<file path="config.mk">
export PLATFORM = sky130hd
export DESIGN_NAME = snn_layer_tm
export DESIGN_NICKNAME = d
export VERILOG_FILES = /design/src/rtl/snn_layer_tm.sv
export SDC_FILE = /design/constraint.sdc
export NUM_CORES = 1
export LEC_CHECK = 0
export ABC_AREA = 1
export CELL_PAD_IN_SITES_DETAIL_PLACEMENT = 1
export CELL_PAD_IN_SITES_GLOBAL_PLACEMENT = 1
export CORE_UTILIZATION = 35
export DETAILED_ROUTE_END_ITERATION = 8
export PLACE_DENSITY = 0.69
export SLEW_MARGIN = 5
export SYNTH_ARGS = -nofsm -noshare
export SYNTH_HDL_FRONTEND = slang
export SYNTH_SLANG_ARGS = --single-unit
</file>
<file path="constraint.sdc">
create_clock -name clk -period 5.2 [get_ports clk]
set_input_delay 1.56 -clock clk [delete_from_list [all_inputs] [get_ports clk]]
set_output_delay 1.56 -clock clk [all_outputs]
set_load 0.01 [all_outputs]
</file>
<file path="src/rtl/snn_layer_tm.sv">
// snn_layer_tm: time-multiplexed two-layer LIF network. N_IN hidden neurons
// share one datapath and feed one weighted-sum output LIF neuron.
// Ports: clk, rst_n (sync, active-low); current/step_valid/step_ready start
// a timestep; cfg_we/cfg_addr/cfg_wdata program weights in IDLE;
// clear_state zeroes membranes in IDLE; spike_vec/out_spike/out_state are
// the results, qualified by the one-cycle out_valid pulse.
module snn_layer_tm #(
    parameter int N_IN           = 8,
    parameter int CUR_W          = 4,
    parameter int STATE_W        = 8,
    parameter int W_W            = 4,
    parameter int BETA_SHIFT     = 3,
    parameter int THRESH         = 64,
    parameter int REFRAC         = 1,
    parameter int OUT_BETA_SHIFT = 0,
    parameter int OUT_THRESH     = 4
) (
    input  logic                      clk,
    input  logic                      rst_n,
    input  logic [N_IN*CUR_W-1:0]     current,
    input  logic                      step_valid,
    output logic                      step_ready,
    input  logic                      cfg_we,
    input  logic [$clog2(N_IN)-1:0]   cfg_addr,
    input  logic [W_W-1:0]            cfg_wdata,
    input  logic                      clear_state,
    output logic [N_IN-1:0]           spike_vec,
    output logic                      out_spike,
    output logic [STATE_W-1:0]        out_state,
    output logic                      out_valid
);
    localparam int IDX_W = $clog2(N_IN);
    localparam int ACC_W = W_W + IDX_W + 1;
    localparam int RF_W  = (REFRAC > 0) ? $clog2(REFRAC + 1) : 1;
    localparam int OW    = STATE_W + ACC_W + 2;

    typedef enum logic [1:0] {IDLE, UPDATE, OUTPUT} state_t;

    state_t state_q, state_d;

    logic [N_IN*CUR_W-1:0] cur_q;
    logic [STATE_W-1:0]    v_q  [N_IN];
    logic [RF_W-1:0]       rf_q [N_IN];
    logic [W_W-1:0]        w_q  [N_IN];
    logic [IDX_W-1:0]      idx_q;
    logic signed [ACC_W-1:0] acc_q;

    // Hidden neuron datapath for the neuron selected by idx_q
    logic [STATE_W-1:0] v_cur, v_leak, v_sat, v_next;
    logic [CUR_W-1:0]   i_cur;
    logic [STATE_W:0]   v_sum;
    logic [RF_W-1:0]    rf_cur, rf_next;
    logic               in_refrac, fire;
    logic signed [ACC_W-1:0] w_ext;

    always_comb begin
        v_cur     = v_q[idx_q];
        rf_cur    = rf_q[idx_q];
        i_cur     = cur_q[idx_q*CUR_W +: CUR_W];
        in_refrac = (rf_cur != '0);
        v_leak    = v_cur - (v_cur >> BETA_SHIFT);
        v_sum     = {1'b0, v_leak};
        if (!in_refrac)
            v_sum = v_sum + (STATE_W+1)'(i_cur);
        v_sat  = v_sum[STATE_W] ? '1 : v_sum[STATE_W-1:0];
        fire   = !in_refrac && (v_sat >= STATE_W'(THRESH));
        v_next = fire ? v_sat - STATE_W'(THRESH) : v_sat;
        if (in_refrac)
            rf_next = rf_cur - RF_W'(1);
        else if (fire)
            rf_next = RF_W'(REFRAC);
        else
            rf_next = '0;
        w_ext = $signed({{(ACC_W-W_W){w_q[idx_q][W_W-1]}}, w_q[idx_q]});
    end

    // Output neuron datapath; the sum is wide enough to never wrap
    logic [STATE_W-1:0]     u_leak, u_clamp, u_next;
    logic signed [OW-1:0]   u_sum, u_max;
    logic                   o_fire;

    always_comb begin
        if (OUT_BETA_SHIFT == 0)
            u_leak = out_state;
        else
            u_leak = out_state - (out_state >> OUT_BETA_SHIFT);
        u_max = $signed({{(OW-STATE_W){1'b0}}, {STATE_W{1'b1}}});
        u_sum = $signed({{(OW-STATE_W){1'b0}}, u_leak})
              + $signed({{(OW-ACC_W){acc_q[ACC_W-1]}}, acc_q});
        if (u_sum < 0)
            u_clamp = '0;
        else if (u_sum > u_max)
            u_clamp = '1;
        else
            u_clamp = u_sum[STATE_W-1:0];
        o_fire = (u_clamp >= STATE_W'(OUT_THRESH));
        u_next = o_fire ? u_clamp - STATE_W'(OUT_THRESH) : u_clamp;
    end

    assign step_ready = (state_q == IDLE);

    always_ff @(posedge clk) begin
        if (!rst_n)
            state_q <= IDLE;
        else
            state_q <= state_d;
    end

    always_comb begin
        state_d = state_q;
        unique case (state_q)
            IDLE:    if (step_valid) state_d = UPDATE;
            UPDATE:  if (idx_q == IDX_W'(N_IN - 1)) state_d = OUTPUT;
            OUTPUT:  state_d = IDLE;
            default: state_d = IDLE;
        endcase
    end

    always_ff @(posedge clk) begin
        if (!rst_n) begin
            cur_q     <= '0;
            idx_q     <= '0;
            acc_q     <= '0;
            spike_vec <= '0;
            out_spike <= 1'b0;
            out_state <= '0;
            out_valid <= 1'b0;
            for (int i = 0; i < N_IN; i++) begin
                v_q[i]  <= '0;
                rf_q[i] <= '0;
                w_q[i]  <= W_W'(1);
            end
        end else begin
            out_valid <= 1'b0;
            unique case (state_q)
                IDLE: begin
                    if (cfg_we)
                        w_q[cfg_addr] <= cfg_wdata;
                    if (clear_state) begin
                        out_state <= '0;
                        for (int i = 0; i < N_IN; i++) begin
                            v_q[i]  <= '0;
                            rf_q[i] <= '0;
                        end
                    end
                    if (step_valid) begin
                        cur_q <= current;
                        idx_q <= '0;
                        acc_q <= '0;
                    end
                end
                UPDATE: begin
                    v_q[idx_q]       <= v_next;
                    rf_q[idx_q]      <= rf_next;
                    spike_vec[idx_q] <= fire;
                    if (fire)
                        acc_q <= acc_q + w_ext;
                    idx_q <= idx_q + IDX_W'(1);
                end
                OUTPUT: begin
                    out_state <= u_next;
                    out_spike <= o_fire;
                    out_valid <= 1'b1;
                end
                default: ;
            endcase
        end
    end
endmodule

</file>
* Yosys cells after proc, flatten, opt, wreduce, memory -nomap -nowiden
Memories as Yosys holds them, arrays and structs flattened. A register that Yosys moved wholly into a read port is not among the register bits.
Cells that the tools add are included.
** Operators by class
- $add $sub $neg :: 8
- Multipliers :: 0
- Div/mod/pow operators :: 0
- Order comparisons :: 6
- Equality and inequality tests :: 7
- Shift-type cells :: 1
- Mux-type cells :: 65
- Bitwise logic cells :: 16
- Reductions and logical operators :: 14
** Operator list (number)
- 2-to-1 mux 8 bit :: 17
- case mux 8 bit (2 select lines) :: 2
- indexed part select 32 x 6 -> 4 bit :: 1
- 2-to-1 mux 3 bit :: 10
- 2-to-1 mux 1 bit :: 28
- OR 1 bit :: 16
- adder 9 x 8 -> 10 bit :: 1
- > comparator 10 x 9 -> 1 bit (second input constant) :: 1
- less-than comparator 10 x 1 -> 1 bit (second input constant) :: 1
- adder 8 x 4 -> 9 bit :: 1
- 2-to-1 mux 9 bit :: 1
- adder 8 x 4 -> 8 bit :: 1
- bitwise mux 8 bit :: 1
- >= comparator 8 x 3 -> 1 bit (second input constant) :: 1
- >= comparator 8 x 7 -> 1 bit (second input constant) :: 1
- AND reduction 2 bit :: 4
- OR reduction 8 bit :: 1
- subtractor 8 x 3 -> 8 bit (second input constant) :: 1
- subtractor 8 x 5 -> 8 bit :: 1
- subtractor 8 x 7 -> 8 bit (second input constant) :: 1
- inequality test 2 bit (second input constant) :: 3
- case mux 3 bit (2 select lines) :: 1
- less-than comparator 3 x 4 -> 1 bit (second input constant) :: 1
- 2-to-1 mux 2 bit :: 2
- other kinds (17) :: 19
** Word-level totals
- Flip-flop bits (word level) :: 63
- Latch bits :: 0
- Bits in writable memories :: 104
- Memory bits (read-only) :: 0
- Bits of input ports :: 44
- Output and inout port bits :: 19
- Word-level logic and storage cells :: 128
- Memories kept :: 3
** Memories
- v_q :: words 8, bits a word 8, rd ports 1, clocked after Yosys merged registers in 1, write ports 8, RTL line 42 : logic [STATE_W-1:0] v_q [N_IN];
- w_q :: words 8, bits a word 4, rd ports 1, clocked after Yosys merged registers in 1, write ports 8, RTL line 44 : logic [W_W-1:0] w_q [N_IN];
- rf_q :: words 8, bits a word 1, rd ports 1, clocked after Yosys merged registers in 1, write ports 8, RTL line 43 : logic [RF_W-1:0] rf_q [N_IN];

* Depth between registers and ports, before layout
Gate-level depths: netlist (run 1).
- Depth in word-level cells :: 9
- Depth in mapped cells :: 35
- Gate-level depth less buffers :: 31

* Least setup slack after synthesis (run 1)
Ideal clock, no wire load.
- Kind :: register -> register
- Start point :: reg (tool-made name)
- End point :: mem v_q[3][7] (data pin)
- Setup time :: 0.264 ns
- Arrival :: 4.538 ns
- Data required time :: 4.936 ns
- Path slack :: 0.398 ns
- Cell stages (with the launch flop) :: 32
- Path buffers :: 4
- Clock period less this slack :: 4.802 ns
- Cell sequence :: dfxtp_1 -> buf_6 -> inv_6 -> buf_2 -> clkbuf_1 -> nor2_1 -> o22ai_1 -> nor2_1 -> a31oi_1 -> ha_1 -> inv_1 -> fa_1 -> xor2_1 -> ha_1 -> a21oi_1 -> nand2_1 -> nand2_1 -> nand2_1 -> nand3_2 -> inv_1 -> nand2_1 -> nor2_1 -> o21ai_0 -> ha_1 -> nand3_1 -> a21oi_2 -> nand3_2 -> o21bai_4 -> nand2_4 -> buf_6 -> o21ai_4 -> nor2_2
** RTL lines (RTL line)
- end, declared :: 42

==> results of run 1 <==
==> final cells by class <==
| type | count | area (sq um) | share of cell area |
|---|---|---|---|
| Clock inverter | 15 | 200 | 0.0186 |
| Clock buffer | 17 | 425 | 0.0395 |
| Multi-Input combinational cell | 779 | 4010 | 0.373 |
| Timing Repair Buffer | 92 | 863 | 0.0802 |
| Inverter | 117 | 452 | 0.0420 |
| Sequential cell | 170 | 4400 | 0.409 |
| Tap cell | 330 | 413 | 0.0384 |
==> cells in the final DEF (no fill, tap or decap), drive strengths merged, types with 4 or more instances in the layout <==
cell,Yosys,layout
clkinv,4,10
nand2,177,177
inv,113,119
edfxtp,99,99
buf,20,31
dfxtp,71,71
clkdlybuf4s50,0,61
nand3b,4,4
ha,31,31
o22ai,16,16
a31oi,7,7
o21ai,110,110
nand3,66,66
a21oi,29,29
nand4,12,12
fa,4,4
nor2,281,281
xor2,11,11
clkbuf,20,17
==> flip-flops by register name, indices dropped and copies added, names as in the netlist, 3 cells and up, named ones only <==
name / flops
acc_q: 8
cur_q: 32
idx_q: 3
out_state: 8
rf_q: 8
spike_vec: 8
v_q: 64
w_q: 32
==> cell families (layout without fill, tap and decap cells) <==
group | Yosys count | after routing
buffers and inverters | 157 | 241
flip-flops | 170 | 170
AO/OA/AOI/OAI | 184 | 184
AND/OR/NAND/NOR | 546 | 546
adder cells (fa/ha/maj) | 35 | 35
XOR/XNOR | 14 | 14
==> repair_timing <==
action                                  CTS  global route
endpoints found under the setup margin   10            28
buffers inserted                          1             9
resized for setup                         3            13
pin swaps                                 1             4
==> metal layers <==
metal / track usage / share of wire / up-vias
met5: 0 / 0 / -
li1: - / - / 3804
met3: 0.0283 / 0.029 / 23
met4: 0.0497 / 0.014 / 0
met1: 0.293 / 0.49 / 3662
met2: 0.346 / 0.47 / 123
==> worst max-delay path, delay by kind of cell (launching register included) <==
family,cells,cell delay (ns)
adder cells (fa/ha/maj),4,1.13
XOR/XNOR,1,0.20
AND/OR/NAND/NOR,15,1.35
flip-flops,1,0.40
AO/OA/AOI/OAI,6,0.93
buffers and inverters,5,0.68
==> where the power goes <==
| group | internal (mW) | switching (mW) | total, mW |
|---|---|---|---|
| registers | 1.51 | 0.0473 | 1.56 |
| clock network | 0.737 | 0.615 | 1.35 |
| logic | 0.547 | 1.01 | 1.56 |
| total | 2.80 | 1.67 | 4.47 |
==> final timing paths <==
check | endpoint | startpoint | slack (ns)
worst max-delay path | acc_q[7] | flop | 0.41
worst min-delay path | spike_vec[1] | spike_vec[1] | 0.46
worst max register to register | acc_q[7] | flop | 0.41
worst min register to register | spike_vec[1] | spike_vec[1] | 0.46
==> through the flow <==
step	std cells	utilization	hold WS, ns	cell area, sq um
2_1_floorplan	1106	-	0.430	9020
3_3_place_gp	1478	0.396	0.444	10000
3_5_place_dp	1478	0.396	0.451	10000
4_1_cts	1511	0.422	0.462	10700
5_1_grt	1520	0.426	0.480	10800
6_report	1520	0.426	0.457	10800
==> qor.yml, run 1 <==
outcome: "finished, final reports clean"
yosysWarnings: 0
synth_compound_area_frac: 0.116
clock_latency_ns: 0.43
grt.overflow.total: 0
period_share: 0.921
boundaryPins: 63
cts_hold_buf: 0
ys_seq_area_frac: 0.487
synth_nets: 1185
grt_max_degree: 61
power.total_mw: 4.47
synth-simple-area-share: 0.257
drt_pass1_iterations: 5
cp_slowest_cell: "fa_1"
avgSynthCellArea_sq_um: 8.16
vias_per_cell: 5.01
critPathArrivalTime_ns: 5.10
fin_skew_ns: 0.0150
worstHoldPathType: "reg2reg"
cp-end-kind: "flop"
max-slew-margin-rel: 0.200
synth_edf_count: 99
cts_buffer_depth: 2
pwr_density_cell_nw_per_um2: 415
dp_slack_ns: -0.0432
cp_slowest_stage_delay_ns: 0.41
grt_pass1_vias: 7763
yosys.area.top_type: "edfxtp_1"
n_fill_cell: 3021
grt_usage: 0.210
cts-root-buf: "clkbuf_16"
clkTransAtPathRegs_ns: 0.07
routedWlPerCell_um: 17.5
synthAdderAreaFrac: 0.0519
whs_path_depth: 2
layout-drive-gt1-share: 0.0933
synthDistinctLibCells: 52
antenna_cells: 0
yosysTopAreaCellShare: 0.329
num_vias: 7612
synthMuxAreaShare: 0
hpwl_um: 19600
max_freq_ghz: 0.209
crit_fanout: 12
worst_slew_pin_slew_ns: 1.19
worst_setup_path_start_kind: "flop"
criticalPathCategory: "reg2reg"
die_y_um: 163
crit_top_cell: "nand2_1"
num-nets-final: 1256
synthArstFlopShare: 0
yosysMostFrequentCell: "nor2_1"
synth_ff_type: "edfxtp_1"
synth.area.top_cells: "edfxtp_1, dfxtp_1, nor2_1, nand2_1, o21ai_0"
place.gp.congestion: 0.831
syn_area_sq_um: 9020
syn_inst: 1106
drcViolationCount: 0
grt_pass1_wl_um: 42800
min_period_ns: 4.79
ant_nets: 0
maxCapViolCount: 0
total_leakage_power_nw: 4.46
clock_sinks: 170
die_width_um: 163
fin_ws_ns: 0.413
coreArea_sq_um: 25300
hold_viol: 0
cts_max_level: 4
routed_wl_um: 26600
synth-seq-cells: 170
synth_top_family_by_area: "simple AND/OR/NAND/NOR gates"
critPathRequiredTime_ns: 5.51
setup_tns_ns: 0
io_buffers: 62
antenna_found_initial: 0
reg2reg_depth: 31
cts_tree: "done"
peakVddDrop_mv: 0.317
synth_xor_area_frac: 0.0153
fp-row-count: 58
report.final.setup_viol: 0
drt-initial-drc-count: 477
cts_buffers: 17
area_growth_pct: 19.3
die-area_sq_um: 26400
synth.top_cells.by_count: "nor2_1, nand2_1, inv_1"
start_util: 0.357
maxSlewViolCount: 0
No activity file was read; power rests on OpenSTA's default activity.
==> inputs of run 2 (changes only) <==
Settings changed: CTS_CLUSTER_SIZE set to 10.
==> results of run 2 <==
The final DEF is identical to that of run 1; final timing and power are the same.
==> inputs of run 3 (changes only) <==
Settings changed: ABC_AREA 1 to not set, PLACE_DENSITY 0.69 to 0.67.
==> run 3 against run 2 <==
Effect of this change: synthesized cell count shrank 21%; sequential share of layout area fell by 0.85 points; fmax fell by 6.2%; clock-buffer cell count increased by 1; combinational power down 8%; critical path depth down 9; core utilization is 0.89 points higher; worst hold slack worse by 0.0021 ns; non-clock buffer count rose by 17; cell area is 2.1% higher; via count shrank 8.7%; first-iteration DRC count fell by 13%; critical path type unchanged; highest routed layer unchanged.
==> qor.yml, run 3 <==
grt_pass1_wl_um: 41100  # was 42800 um
final_cell_mix: "nand2_1, nor2_1, edfxtp_1"  # was nor2_1, nand2_1, inv_1
grt.overflow.total: 0  # unchanged
maxSlewViolCount: 0  # unchanged
top_register: "v_q"  # unchanged
antenna_found_initial: 0  # unchanged
drt-initial-drc-count: 415  # was 477
grt_setup_unrepaired: "true"
yosysMostFrequentCell: "nor2_1"  # unchanged
synthArstFlopShare: 0  # unchanged
yosys.area.top_type: "edfxtp_1"  # unchanged
syn_inst: 869  # was 1106
total_leakage_power_nw: 4.08  # was 4.46 nW
fin_skew_ns: 0.0142  # was 0.0150 ns
seq_area_sq_um: 4400  # about the same
hold_viol: 0  # unchanged
period_share: 0.982  # was 0.921
num-nets-final: 1037  # was 1256
place.gp.congestion: 0.857  # was 0.831
pwr_density_cell_nw_per_um2: 392  # was 415 nW/um^2
synth-seq-cells: 170  # unchanged
stdcell_count: 1301  # was 1520
io_buffers: 62  # unchanged
synth_edf_count: 99  # unchanged
fp-row-count: 58  # unchanged
vias_per_cell: 5.34  # was 5.01
drt_pass1_iterations: 5  # unchanged
routedWlPerCell_um: 19.9  # was 17.5 um
worst_setup_path_start_kind: "flop"  # unchanged
cts_max_level: 4  # unchanged
worst_slew_pin_slew_ns: 1.12  # was 1.19 ns
grt_max_degree: 34  # was 61
crit_fanout: 17  # was 12
synthDistinctLibCells: 73  # was 52
whs_path_depth: 2  # unchanged
worstHoldPathType: "reg2reg"  # unchanged
maxCapViolCount: 0  # unchanged
max_freq_ghz: 0.196  # was 0.209 GHz
routed_wl_um: 25900  # was 26600 um
outcome: "finished, final reports clean"  # unchanged
cts_hold_buf: 0  # unchanged
hold_end: "cur_q[20]"  # was spike_vec[1]
area_growth_pct: 21.9  # was 19.3%
fin_util: 0.435  # was 0.426
critPathArrivalTime_ns: 5.43  # was 5.10 ns
rrSetupSlack_ns: 0.09  # was 0.41 ns
grt_usage: 0.206  # was 0.210
grt_pass1_vias: 7239  # was 7763
max-slew-margin-rel: 0.247  # was 0.200
synth_nets: 948  # was 1185
coreArea_sq_um: 25300  # unchanged
syn_area_sq_um: 9020  # about the same
criticalPathCategory: "reg2reg"  # unchanged
synth_ff_type: "edfxtp_1"  # unchanged
power.total_mw: 4.30  # was 4.47 mW
die_y_um: 163  # about the same
ys_seq_area_frac: 0.487  # about the same
cts_buffer_depth: 2  # unchanged
ant_nets: 0  # unchanged
yosysTopAreaCellShare: 0.330  # was 0.329
avgSynthCellArea_sq_um: 10.4  # was 8.16 sq um
cp-end-kind: "flop"  # unchanged
synth.area.top_cells: "edfxtp_1, dfxtp_1, mux4_2, nor2_1, nand2_1"  # was edfxtp_1, dfxtp_1, nor2_1, nand2_1, o21ai_0
hp-start: "cur_q[20]"  # was spike_vec[1]
clock_latency_ns: 0.44  # was 0.43 ns
cts_buffers: 17  # unchanged
r2r_end: "acc_q[1]"  # was acc_q[7]
hpwl_um: 19300  # was 19600 um
start_util: 0.357  # about the same
layout-drive-gt1-share: 0.166  # was 0.0933
layout_commonest_cell: "nand2_1"  # was nor2_1
drcViolationCount: 0  # unchanged
clock_sinks: 170  # unchanged
antenna_cells: 0  # unchanged
n_fill_cell: 2820  # was 3021
yosysWarnings: 0  # unchanged
postPlaceCellArea_sq_um: 10300  # was 10000 sq um
critPathRequiredTime_ns: 5.52  # was 5.51 ns
boundaryPins: 63  # unchanged
die-area_sq_um: 26400  # about the same
design_area_sq_um: 11000  # was 10800 sq um
multiInputGateArea_sq_um: 4480  # was 4010 sq um
top_regs: "v_q: 64 flops, cur_q: 32 flops, w_q: 32 flops"  # unchanged
reg2reg_depth: 22  # was 31
synth.top_cells.by_count: "nor2_1, nand2_1, edfxtp_1"  # was nor2_1, nand2_1, inv_1
report.final.setup_viol: 0  # unchanged
clkTransAtPathRegs_ns: 0.08  # was 0.07 ns
cts_tree: "done"  # unchanged
cts-root-buf: "clkbuf_16"  # unchanged
largest_reg_flops: 64  # unchanged
setup_tns_ns: 0  # unchanged
num_vias: 6948  # was 7612
min_period_ns: 5.11  # was 4.79 ns
placed_cells: 1259  # was 1478
die_width_um: 163  # about the same
peakVddDrop_mv: 0.204  # was 0.317 mV
run 3: cell types whose count changed in the layout (fill, tap and decap cells not counted), moves of 16 or more:
cell / delta
mux4_2: +27
and2_1: +26
a21oi_1: +36
nand2_1: -52
nand3_1: -33
inv_1: -92
o21ai_0: -74
buf_4: +16
nor2_1: -164
run 3: cell type report:
type | count | area share
clock buffer | 18 | 0.0390
tap | 330 | 0.0376
inverter | 22 | 0.00774
multi-input combinational | 638 | 0.407
sequential | 170 | 0.400
timing repair buffer | 109 | 0.0923
clock inverter | 14 | 0.0159
run 3: stage by stage:
| stage | hold slack [ns] | worst slack, ns |
|---|---|---|
| final | 0.455 | 0.0949 |
| after global routing | 0.467 | -0.115 |
| after CTS | 0.458 | 0.00638 |
| after detailed placement | 0.448 | -0.0714 |
| after global placement | 0.442 | -0.0125 |
| after floorplan | 0.433 | -0.0701 |
run 3: logic make-up (layout without fill, tap and decap cells):
family / after synthesis / after routing / share of synthesized area
flops: 170 / 170 / 0.487
mux: 50 / 50 / 0.0966
buf+inv: 61 / 163 / 0.0283
fa+ha+maj: 35 / 35 / 0.0519
compound gates: 176 / 176 / 0.132
simple gates: 360 / 360 / 0.185
xor+xnor: 17 / 17 / 0.0186
run 3: critical path, cell delays in order, from the launching register on:
cell       delay, ns
dfxtp_1         0.38
buf_12          0.18
mux4_2          0.52
mux2_2          0.32
clkinv_2        0.07
ha_1            0.23
buf_4           0.15
xor2_1          0.24
ha_1            0.36
nand2b_4        0.11
o2bb2ai_4       0.16
nor3_4          0.06
nand2_1         0.12
nor3_1          0.09
o41ai_4         0.42
ha_2            0.22
and3b_1         0.19
nand2_1         0.06
o41a_1          0.31
o41a_1          0.41
buf_6           0.16
mux2i_1         0.15
nor2_1          0.05
run 3: layer usage:
layer / wire (um) / vias to the layer above / global-route usage / part of all wire
met5: 0 / - / 0 / 0
met2: 12600 / 111 / 0.342 / 0.48
met4: 359 / 0 / 0.0545 / 0.014
met1: 12300 / 3469 / 0.281 / 0.47
li1: - / 3345 / - / -
met3: 717 / 23 / 0.0275 / 0.028
run 3: how the worst max path moves through the flow:
stage | cells after the start | endpoint | startpoint | slack (ns)
3_3_place_gp | 20 | acc_q[7] | flop | -0.01
5_1_grt | 21 | acc_q[1] | flop | -0.12
4_1_cts | 21 | acc_q[1] | flop | 0.006
6_report | 22 | acc_q[1] | flop | 0.09
2_1_floorplan | 22 | acc_q[7] | flop | -0.07
3_5_place_dp | 20 | acc_q[7] | flop | -0.07
run 3: what timing repair did:
item / in CTS / in global routing
pin swaps: 3 / 5
resized for setup: 3 / 14
endpoints found under the setup margin: 10 / 35
buffers inserted: 1 / 9
run 3: where the power goes:
| part | internal [mW] | switching (mW) |
|---|---|---|
| Sequential | 1.50 | 0.0454 |
| Clock | 0.691 | 0.628 |
| Combinational | 0.566 | 0.872 |
| Total | 2.76 | 1.55 |
